### src/rtl/env_detect_ma.sv
// Envelope detector: full-wave rectify with saturation, then a 2^LOG2_WIN-tap boxcar average.
// One unsigned envelope sample per accepted input; 'clear' restarts the filter per scan line.
module env_detect_ma #(
  parameter int unsigned IN_WIDTH  = 20,
  parameter int unsigned LOG2_WIN  = 3,
  parameter int unsigned OUT_WIDTH = IN_WIDTH - 1
) (
  input  logic                 clk,
  input  logic                 reset,
  input  logic                 clear,
  input  logic                 in_valid,
  input  logic [IN_WIDTH-1:0]  in_data,
  output logic                 in_ready,
  output logic                 out_valid,
  input  logic                 out_ready,
  output logic [OUT_WIDTH-1:0] out_data,
  output logic                 out_primed,
  output logic [1:0]           debug_state
);

  localparam int unsigned WIN = 1 << LOG2_WIN;
  localparam int unsigned CW  = LOG2_WIN + 1;
  localparam int unsigned SW  = OUT_WIDTH + LOG2_WIN;

  typedef enum logic [1:0] {
    ST_CLEAR = 2'd0,
    ST_FILL  = 2'd1,
    ST_RUN   = 2'd2
  } state_t;

  state_t               state;
  state_t               state_nxt;
  logic [LOG2_WIN-1:0]  wptr;
  logic [CW-1:0]        count;
  logic [SW-1:0]        sum;
  logic [SW-1:0]        sum_nxt;
  logic [OUT_WIDTH-1:0] win_buf [WIN];
  logic [OUT_WIDTH-1:0] rect;
  logic [OUT_WIDTH-1:0] old;
  logic                 accept;

  assign in_ready    = (state == ST_FILL || state == ST_RUN) && !clear && (!out_valid || out_ready);
  assign accept      = in_valid && in_ready && reset;
  assign debug_state = state;
  assign old         = win_buf[wptr];
  assign sum_nxt     = sum + SW'(rect) - SW'(old);

  // Absolute value; the most negative input has no positive twin and saturates.
  always_comb begin
    rect = in_data[OUT_WIDTH-1:0];
    if (in_data[IN_WIDTH-1]) begin
      if (in_data == {1'b1, {(IN_WIDTH-1){1'b0}}}) rect = {OUT_WIDTH{1'b1}};
      else                                          rect = OUT_WIDTH'(-in_data);
    end
  end

  // Next-state logic; clear wins over every transition.
  always_comb begin
    state_nxt = state;
    case (state)
      ST_CLEAR: if (wptr == LOG2_WIN'(WIN - 1)) state_nxt = ST_FILL;
      ST_FILL:  if (accept && count == CW'(WIN - 1)) state_nxt = ST_RUN;
      ST_RUN:   state_nxt = ST_RUN;
      default:  state_nxt = ST_CLEAR;
    endcase
    if (clear) state_nxt = ST_CLEAR;
  end

  always_ff @(posedge clk) begin
    if (!reset) begin
      state      <= ST_CLEAR;
      wptr       <= '0;
      count      <= '0;
      sum        <= '0;
      out_valid  <= 1'b0;
      out_data   <= '0;
      out_primed <= 1'b0;
    end else begin
      state <= state_nxt;
      if (clear) begin
        wptr      <= '0;
        count     <= '0;
        sum       <= '0;
        out_valid <= 1'b0;
      end else begin
        if (state == ST_CLEAR) wptr <= wptr + 1'b1;
        if (accept) begin
          wptr       <= wptr + 1'b1;
          sum        <= sum_nxt;
          out_data   <= OUT_WIDTH'(sum_nxt >> LOG2_WIN);
          out_valid  <= 1'b1;
          out_primed <= (CW'(count + 1'b1) >= CW'(WIN));
          if (count != CW'(WIN)) count <= count + 1'b1;
        end else if (out_ready) begin
          out_valid <= 1'b0;
        end
      end
    end
  end

  // Window storage: zeroed slot by slot during CLEAR, overwritten oldest-first on accept.
  always_ff @(posedge clk) begin
    if (state == ST_CLEAR) win_buf[wptr] <= '0;
    else if (accept)       win_buf[wptr] <= rect;
  end

endmodule

### config.mk
export PLATFORM = sky130hd
export DESIGN_NAME = env_detect_ma
export DESIGN_NICKNAME = d
export VERILOG_FILES = /design/src/rtl/env_detect_ma.sv
export SDC_FILE = /design/constraint.sdc
export NUM_CORES = 1
export LEC_CHECK = 0
export ABC_CLOCK_PERIOD_IN_PS = 4430
export CAP_MARGIN = 20
export CORE_MARGIN = 2
export CORE_UTILIZATION = 45
export DETAILED_ROUTE_END_ITERATION = 16
export MAX_ROUTING_LAYER = met4
export PLACE_DENSITY = 0.76
export SYNTH_ARGS = -nofsm -noshare
export SYNTH_HDL_FRONTEND = slang
export SYNTH_SLANG_ARGS = --single-unit
export TNS_END_PERCENT = 20
### constraint.sdc
create_clock -name clk -period 4.43 [get_ports clk]
set_clock_uncertainty 0.2 [all_clocks]
set_input_delay 0.886 -clock clk [delete_from_list [all_inputs] [get_ports clk]]
set_output_delay 0.886 -clock clk [all_outputs]
set_load 0.01 [all_outputs]
==> results of run 1 <==
timing repair:
item / in CTS / in global routing
pin swaps: 52 / 47
endpoints found under the setup margin: 36 / 35
setup buffers: 22 / 9
resized for setup: 98 / 64
cells in the final DEF, fill, tap and decap left out, types with 9 or more instances in the layout:
cell / synthesis / routed
edfxtp_1: 152 / 152
buf_4: 1 / 136
dfxtp_1: 55 / 54
nand2_1: 53 / 48
mux4_2: 38 / 38
clkdlybuf4s50_1: 0 / 38
inv_1: 42 / 37
nor2_1: 48 / 36
o21ai_0: 49 / 32
a21oi_1: 38 / 30
nand3_1: 25 / 21
clkbuf_16: 0 / 21
fa_1: 19 / 18
xnor2_1: 16 / 14
ha_4: 0 / 14
xor2_1: 16 / 13
ha_1: 29 / 12
o21ai_1: 2 / 11
mux2_2: 10 / 10
nand2b_1: 9 / 9
mux2i_1: 10 / 9
a21o_1: 9 / 9
and2_1: 10 / 9
buf_6: 0 / 9
worst paths after layout:
check | startpoint | endpoint | depth (start not counted) | slack (ns)
min reg2reg | out_data[0] | out_data[0] | 2 | 0.26
max | in_data[8] | sum[20] | 22 | -0.13
max reg2reg | register | sum[21] | 16 | 0.29
min | out_data[0] | out_data[0] | 2 | 0.26
critical path: cells and delay by family:
| kind | cells | cell delay (ns) |
|---|---|---|
| adder cells (fa/ha/maj) | 3 | 0.72 |
| AO/OA/AOI/OAI | 4 | 0.62 |
| buffers and inverters | 7 | 0.81 |
| AND/OR/NAND/NOR | 7 | 1.54 |
| XOR/XNOR | 1 | 0.17 |
state kept, by name, summed over array words and instances, names as in the netlist, named ones only:
signal,count
wptr,3
out_data,19
sum,22
debug_state,2
out_primed,1
out_valid,1
count,4
win_buf,152
cell type report:
class,count,area (µm²),area share (%)
inverter,42,165,1.25
clock buffer,22,533,4.02
clock inverter,16,191,1.44
timing repair buffer,196,1650,12.4
antenna,2,5.00,0.0377
sequential,207,5670,42.7
multi-input combinational,482,4700,35.4
tap,280,350,2.64
metrics by stage:
step | setup TNS (ns) | std cells | instance area [µm²]
after global routing | -4.50 | 1247 | 13300
after detailed placement | -31.90 | 1177 | 11800
after global placement | -27.42 | 1177 | 11800
after CTS | -2.78 | 1236 | 12900
final | -1.18 | 1247 | 13300
after floorplan | -1.55 | 767 | 10100
layer usage:
metal  share of wire (%)  wire (µm)
met5                   0          0
met2                  48      11800
met1                  43      10400
met3                 6.8       1660
met4                 2.2        538
cells by family after synthesis:
logic type	synth area share (%)
muxes	10.7
xor gates and xnor gates	2.81
AOI/OAI and AO/OA	8.88
and+or+nand+nor	10.2
adders and majority gates	7.46
buffers and inverters	3.04
DFF	56.9
power groups by stage:
stage / Combinational, µW / Clock [µW] / Sequential (µW)
floorplan: 609 / 0 / 2130
global placement: 997 / 0 / 2140
detailed placement: 1010 / 0 / 2140
CTS: 1130 / 1890 / 2100
global route: 1410 / 1960 / 2100
finish: 1320 / 1860 / 2100
==> results.py, run 1 <==
metrics = {
    "clock_tree": {
        "clock_latency_ns": 0.51,
        "cts-htree-levels": 1,
        "cts_tree": "yes",
        "cts.hold.buffers_added": 0,
        "cts_buffers": 21,
        "cts-root-buf": "clkbuf_16",
        "clk_pin_slew_worst_paths_ns": 0.06,
        "cts.sinks": 207,
        "clockBufferDepth": 3,
    },
    "place": {
        "pre_cts_slack_ns": -1.03,
        "place_congestion": 0.857,
        "hpwl_mm": 15.7,
        "portBuffers": 48,
    },
    "layout": {
        "post-route-util_pct": 60.9,
        "finalNetCount": 1023,
        "fill_cells": 1569,
        "area_growth_pct": 33.1,
        "post_route_cells_drive_above_1_share_pct": 37.0,
    },
    "synthesis": {
        "synth_warnings": 0,
        "postSynthCellCount": 767,
        "synth_edf_count": 152,
        "synth_area_mm2": 0.00996,
        "synth_seq_cells": 207,
        "synthTopCellsByArea": "edfxtp_1 46%, dfxtp_1 11%, mux4_2 8.6%, fa_1 3.8%, ha_1 3.6%",
        "syn-num-nets": 840,
        "ys.flop_type": "edfxtp_1",
        "ys_async_sr_fraction_pct": 0,
        "ys_top_cells_by_count": "152 x edfxtp_1, 55 x dfxtp_1, 53 x nand2_1",
        "ys_types": 58,
        "syn_area_per_cell_um2": 13.0,
        "synthMostInstantiatedCell": "edfxtp_1",
        "yosys.area.top_type": "edfxtp_1",
        "synth_top_area_share_pct": 45.8,
        "seq_area_frac_synth_pct": 56.9,
    },
    "setup_path": {
        "crit_slowest_cell": "or3b_4",
        "cp-start-kind": "primary input",
        "crit_path_max_fanout": 8,
        "max_stage_delay_ns": 0.43,
        "cp.required_ns": 4.61,
        "end_kind": "register",
        "setup.worst_path.class": "in -> reg",
        "crit_chain": "clkdlybuf4s15_1 > or3_4 > or3b_4 > nor4_4 > buf_4 > and3_4 > buf_4 > buf_6 > nor2_4 > ha_4 > inv_2 > ha_4 > inv_2 > fa_2 > nor2b_4 > o2111ai_4 > a21oi_4 > nor3b_4 > buf_6 > o31ai_4 > xnor2_1 > o21ai_0",
        "crit_arrival_ns": 4.74,
    },
    "grt": {
        "met1_usage_pct": 27.7,
        "antenna_found_initial": 2,
        "busiest_layer": "met2",
        "grt_pass1_vias": 7011,
        "overflow": 0,
        "grtUsageMet2_pct": 34.0,
        "grt_start_max_net_pins": 39,
        "met3_usage_pct": 3.73,
        "grt_first_pass_wirelength_mm": 37.6,
        "grt_usage_pct": 20.9,
    },
    "floorplanning": {
        "dieArea_mm2": 0.0233,
        "core_mm2": 0.0218,
        "die_h_um": 153,
        "start_util_pct": 45.8,
        "io-pin-count": 49,
        "std_cell_rows": 54,
        "die_w_um": 153,
    },
    "power_and_ir_drop": {
        "p_per_area_mw_per_mm2": 398,
        "fin_total_pwr_uw": 5280,
        "irDropWorstVdd_v": 0.000206,
        "p_sw_share_pct": 26.8,
        "clock_power_share_pct": 35.2,
        "p_switching_uw": 1420,
        "p_comb_share_pct": 25.0,
        "p_leak_uw": 0.00453,
        "p_int_uw": 3860,
        "power_frac_seq_pct": 39.7,
    },
    "hold_path": {
        "hold_path.class": "reg -> reg",
    },
    "timing": {
        "tightest_slew_ns": 0.823,
        "setup_ws_ns": -0.133,
        "rsz0062_at_grt": "yes",
        "hold_violations": 0,
        "finalCritPeriodShare_pct": 103,
        "min_period_ns": 4.56,
        "finalSetupViolations": 15,
        "fmax_ghz": 0.219,
        "fin_hold_ws_ns": 0.261,
        "slew_violations": 0,
        "slew_headroom_pct": 45.1,
    },
    "route": {
        "remaining_drc_errors": 0,
        "wirelength_mm": 24.4,
        "vias": 7017,
        "wl_per_cell_um": 19.6,
        "drtIter0Drc": 540,
        "firstDrtPassIters": 5,
        "vias_per_cell": 5.63,
        "ant_nets": 0,
    },
    "flow_run": {
        "max-cap-violations": 0,
    },
    "status": {
        "violations": "negative setup slack",
        "status": "finished with violations",
    },
}
No activity file was read; power rests on OpenSTA's default activity.
==> inputs of run 2 (changes only) <==
CORE_MARGIN = 1   (was 2)
CORE_UTILIZATION = 30   (was 45)
PLACE_DENSITY = 0.58   (was 0.76)
==> results.py, run 2 (synthesis gave the netlist of run 1 again) <==
metrics = {
    "status": {
        "status": "finished with violations",
        "violations": "negative setup slack",
    },
    "floorplanning": {
        "die_h_um": 184,
        "dieArea_mm2": 0.0339,
        "die_w_um": 184,
        "io-pin-count": 49,
        "start_util_pct": 30.5,
        "std_cell_rows": 66,
        "core_mm2": 0.0326,
    },
    "clock_tree": {
        "clock_latency_ns": 0.53,
        "cts-htree-levels": 1,
        "cts.hold.buffers_added": 0,
        "cts_tree": "yes",
        "cts-root-buf": "clkbuf_16",
        "clk_pin_slew_worst_paths_ns": 0.05,
        "cts.sinks": 207,
        "cts_buffers": 23,
        "clockBufferDepth": 3,
    },
    "setup_path": {
        "cp-start-kind": "primary input",
        "crit_arrival_ns": 4.73,
        "crit_path_max_fanout": 6,
        "crit_slowest_cell": "or4_4",
        "setup.worst_path.class": "in -> reg",
        "cp.required_ns": 4.63,
        "end_kind": "register",
        "crit_chain": "clkdlybuf4s50_1 > or4_4 > nor2_4 > buf_6 > and3_4 > buf_8 > nor2_2 > fa_1 > inv_1 > ha_4 > a21oi_2 > o21ai_2 > or3_4 > o2111a_1 > a211oi_2 > xor2_1 > o21ai_1",
        "max_stage_delay_ns": 0.58,
    },
    "timing": {
        "slew_violations": 0,
        "fin_hold_ws_ns": 0.261,
        "slew_headroom_pct": 35.4,
        "setup_ws_ns": -0.0961,
        "fmax_ghz": 0.221,
        "rsz0062_at_grt": "yes",
        "finalCritPeriodShare_pct": 102,
        "finalSetupViolations": 9,
        "finalSetupTns_ns": -0.351,
        "tightest_slew_ns": 0.969,
        "hold_violations": 0,
        "min_period_ns": 4.53,
    },
    "layout": {
        "multi_input_area_mm2": 0.00457,
        "final_cell_mix": "152 x edfxtp_1, 114 x buf_4, 54 x dfxtp_1",
        "fill_cells": 3038,
        "register_area_mm2": 0.00567,
        "post_route_cells_drive_above_1_share_pct": 32.9,
        "stdcell_count": 1389,
        "regMostFlops": "win_buf",
        "largest_reg_flops": 152,
        "finalNetCount": 1003,
        "diodes": 0,
        "reg_top3": "win_buf: 152 flops, sum: 22 flops, out_data: 19 flops",
        "mostFrequentLayoutCell": "edfxtp_1",
        "area_growth_pct": 32.5,
    },
    "flow_run": {
        "max-cap-violations": 0,
    },
    "route": {
        "firstDrtPassIters": 5,
        "remaining_drc_errors": 0,
        "drtIter0Drc": 466,
        "ant_nets": 0,
        "wirelength_mm": 24.5,
        "vias": 6623,
        "wl_per_cell_um": 17.6,
        "vias_per_cell": 4.77,
    },
    "power_and_ir_drop": {
        "p_leak_uw": 0.00445,
        "irDropWorstVdd_v": 0.000230,
        "p_per_area_mw_per_mm2": 395,
    },
    "place": {
        "portBuffers": 48,
        "hpwl_mm": 16.5,
        "pre_cts_slack_ns": -1.04,
        "place_congestion": 0.837,
        "place_inst": 1337,
    },
    "grt": {
        "grt_pass1_vias": 6604,
        "overflow": 0,
        "grt_first_pass_wirelength_mm": 37.5,
        "antenna_found_initial": 0,
        "grt_usage_pct": 15.0,
        "grt_start_max_net_pins": 43,
    },
    "hold_path": {
        "hold_path.class": "reg -> reg",
    },
}
==> run 2: power by group <==
group | total [µW] | leakage, µW | internal [µW] | switching [µW]
Combinational | 1210 | 0.00244 | 603 | 606
Clock | 1910 | 0.000361 | 1140 | 774
Sequential | 2100 | 0.00164 | 2090 | 9.09
Total | 5220 | 0.00445 | 3830 | 1390
==> run 2: path summary, 6_finish.rpt <==
check               start            to  slack, ns  cells after the start
min          out_data[17]  out_data[17]       0.26                      2
max reg2reg      register  out_data[18]       0.35                     13
max           in_data[13]  out_data[18]       -0.1                     17
min reg2reg  out_data[17]  out_data[17]       0.26                      2
==> run 2: what timing repair did <==
action | in CTS | in global routing
endpoints found under the setup margin | 36 | 31
buffers inserted | 4 | 6
pin swaps | 27 | 37
resized for setup | 68 | 67
cloned | 0 | 0
==> run 2: metrics by stage <==
| stage | utilization [%] | power, µW | cell area [µm²] |
|---|---|---|---|
| finish | 40.5 | 5220 | 13200 |
| global route | 40.5 | 5440 | 13200 |
| CTS | 39.3 | 5120 | 12800 |
| detailed placement | 36.6 | 3170 | 12000 |
| global placement | 36.6 | 3170 | 12000 |
| floorplan | - | 2740 | 10100 |
==> run 2: layout make-up <==
class                           count  share of cell area [%]
Clock buffer                       30                    4.56
Sequential cell                   207                    42.9
Clock inverter                     12                    1.08
Timing Repair Buffer              174                    11.4
Inverter                           42                    1.23
Multi-Input combinational cell    482                    34.6
Tap cell                          442                    4.19
==> run 2: worst max-delay path: cells and delay by family <==
family,cells,cell delay [ns]
and+or+nand+nor,5,1.35
AOI/OAI and AO/OA,5,0.84
xor gates and xnor gates,1,0.17
adders and majority gates,2,0.73
buffers and inverters,4,0.74
==> run 2: per-layer routing <==
layer  share of wire [%]  track usage [%]
met2                  47             23.7
met5                   0                -
met3                 4.3             2.39
met1                  47             20.0
met4                 2.2             4.07
==> edit, RTL diff (config.mk and constraints of run 2) <==
Put one more register stage on the output `debug_state`, with the module's reset. The value now appears one clock later. The other outputs are not delayed to match.
--- a/src/rtl/env_detect_ma.sv
+++ b/src/rtl/env_detect_ma.sv
@@ -43,3 +43,9 @@
   assign accept      = in_valid && in_ready && reset;
-  assign debug_state = state;
+  always_ff @(posedge clk) begin
+    if (!reset) begin
+      debug_state <= '0;
+    end else begin
+      debug_state <= state;
+    end
+  end
   assign old         = win_buf[wptr];
Behaviour: not the same (Yosys sat finds a counterexample within 10 cycles, from zero or initial values and one cycle with reset low).
==> edit against run 2 <==
The flow still finishes with violations (negative setup slack); utilization increased by 0.96 points; worst setup slack got worse by 230 ps; power increased by 4.8%; synthesized area about the same; via count increased by 3.7%; cell area increased by 2.4%; count of clock-buffer cells in the layout decreased by 3; wire length increased by 9.2%; sequential cell count increased by 2; largest cell class unchanged.
==> edit: results (changes against run 2) <==
| Metric | Value |
|---|---|
| Synth top area cells | edfxtp_1, dfxtp_1, mux4_2, fa_1, ha_1 (unchanged) |
| Post-synth top flop | edfxtp_1 (unchanged) |
| Failing checks | negative setup slack (unchanged) |
| Final setup margin | -321.6 ps (was -96.07 ps) |
| Area share of fa/ha/maj cells after synthesis | 7.460% (was 7.461%) |
| Worst reg2reg path depth | 14 (was 13) |
| Reg2Reg Setup Slack | 250 ps (was 350 ps) |
| Final net count | 1042 (was 1003) |
| Cts bufs inserted | 24 (was 23) |
| First-pass GRT wire length | 40410 um (was 37520 um) |
| Aggregate routed wire length | 26760 um (was 24490 um) |
| Status | complete, but fails checks (unchanged) |
| Worst VDD drop | 264.2 uV (was 230.3 uV) |
| DPL Wire Length | 18740 um (was 16460 um) |
| Critical path arrival | 4950 ps (was 4730 ps) |
| Share of post-route cells with drive strength above 1 | 34.69% (was 32.95%) |
| Largest net degree at the start of global routing | 29 (was 43) |
| Setup violations, final | 28 (was 9) |
| LEAKAGE | 4.652 nW (was 4.448 nW) |
| Via/cell ratio | 4.811 (was 4.768) |
| Syn nets | 842 (was 840) |
| Actual slew at the worst max-slew pin | 688.4 ps (was 968.7 ps) |
| Iter 0 DRT Violations | 408 (was 466) |
| GP Congestion | 0.9294 (was 0.8370) |
| Vias in the first global route | 6859 (was 6604) |
| Post-synthesis xor/xnor area fraction | 2.989% (was 2.814%) |
| Area post-placement | 12000 um^2 (was 11950 um^2) |
| Top post-synthesis cells by count | edfxtp_1, nand2_1, nor2_1, dfxtp_1, a21oi_1 (was edfxtp_1, dfxtp_1, nand2_1, o21ai_0, nor2_1) |
| Final Cell Area | 13510 um^2 (was 13200 um^2) |
| Setup_tns | -5295 ps (was -351.0 ps) |
| Sequential area share after synthesis | 57.26% (was 56.88%) |
| Global Route Usage Sum | 16.25% (was 15.01%) |
edit: cell type report:
class | count | area, um^2
Fill cell | 3053 | 19100
Timing Repair Buffer | 211 | 1793
Inverter | 41 | 153.9
Sequential cell | 209 | 5707
Clock inverter | 16 | 131.4
Clock buffer | 27 | 633.1
Multi-Input combinational cell | 482 | 4543
Tap cell | 442 | 553.0
edit: logic make-up (layout without fill, tap and decap cells):
logic type,count (synthesis),after routing
AO/OA/AOI/OAI,134,134
XOR/XNOR,34,34
adder cells (fa/ha/maj),48,48
buffers and inverters,78,295
flip-flops,209,209
multiplexers,60,60
AND/OR/NAND/NOR,206,206
edit: layer usage:
layer	up-vias	GRT usage (%)	part of all wire, %
met1	3410	21.83	45
met4	0	4.833	2.5
met3	44	1.996	3.8
met2	165	25.74	49
met5	-	-	0
li1	3251	-	-
edit: stage by stage:
step / hold WS [ps] / std cells / setup WS (ps) / total power [mW]
CTS: 256.7 / 1414 / -56.39 / 5.317
floorplan: 236.3 / 769 / -207.9 / 2.724
global route: 273.0 / 1428 / -485.6 / 5.682
finish: 255.0 / 1428 / -321.6 / 5.465
detailed placement: 251.1 / 1361 / -1125 / 3.281
global placement: 245.3 / 1361 / -1098 / 3.280
edit: power by group:
part	switching, mW	internal (mW)	total, mW
logic	0.720	0.716	1.44
clock network	0.776	1.14	1.91
registers	0.00874	2.11	2.12
edit: worst paths after layout:
| check | to | start |
|---|---|---|
| worst max-delay path | out_data[18] | in_data[5] |
| worst max register to register | out_data[18] | flip-flop |
| worst min register to register | out_data[4] | out_data[4] |
| worst min-delay path | out_data[4] | out_data[4] |
edit: repair_timing:
| action | CTS | global route |
|---|---|---|
| pin swaps | 19 | 39 |
| setup endpoints to repair | 36 | 33 |
| buffers inserted | 11 | 15 |
| resized for setup | 74 | 64 |
edit: worst max-delay path, stage by stage:
cell	delay, ps
buf_6	90
or3_4	390
nor4_4	320
buf_4	170
nand4_4	100
nor3_4	210
and3b_2	310
buf_6	120
buf_6	100
nor2_4	30
fa_1	510
inv_2	50
ha_4	280
nand4_1	170
nor3_4	200
nand4_1	240
a32oi_2	360
xnor2_2	160
and3_1	200
nor3_2	40
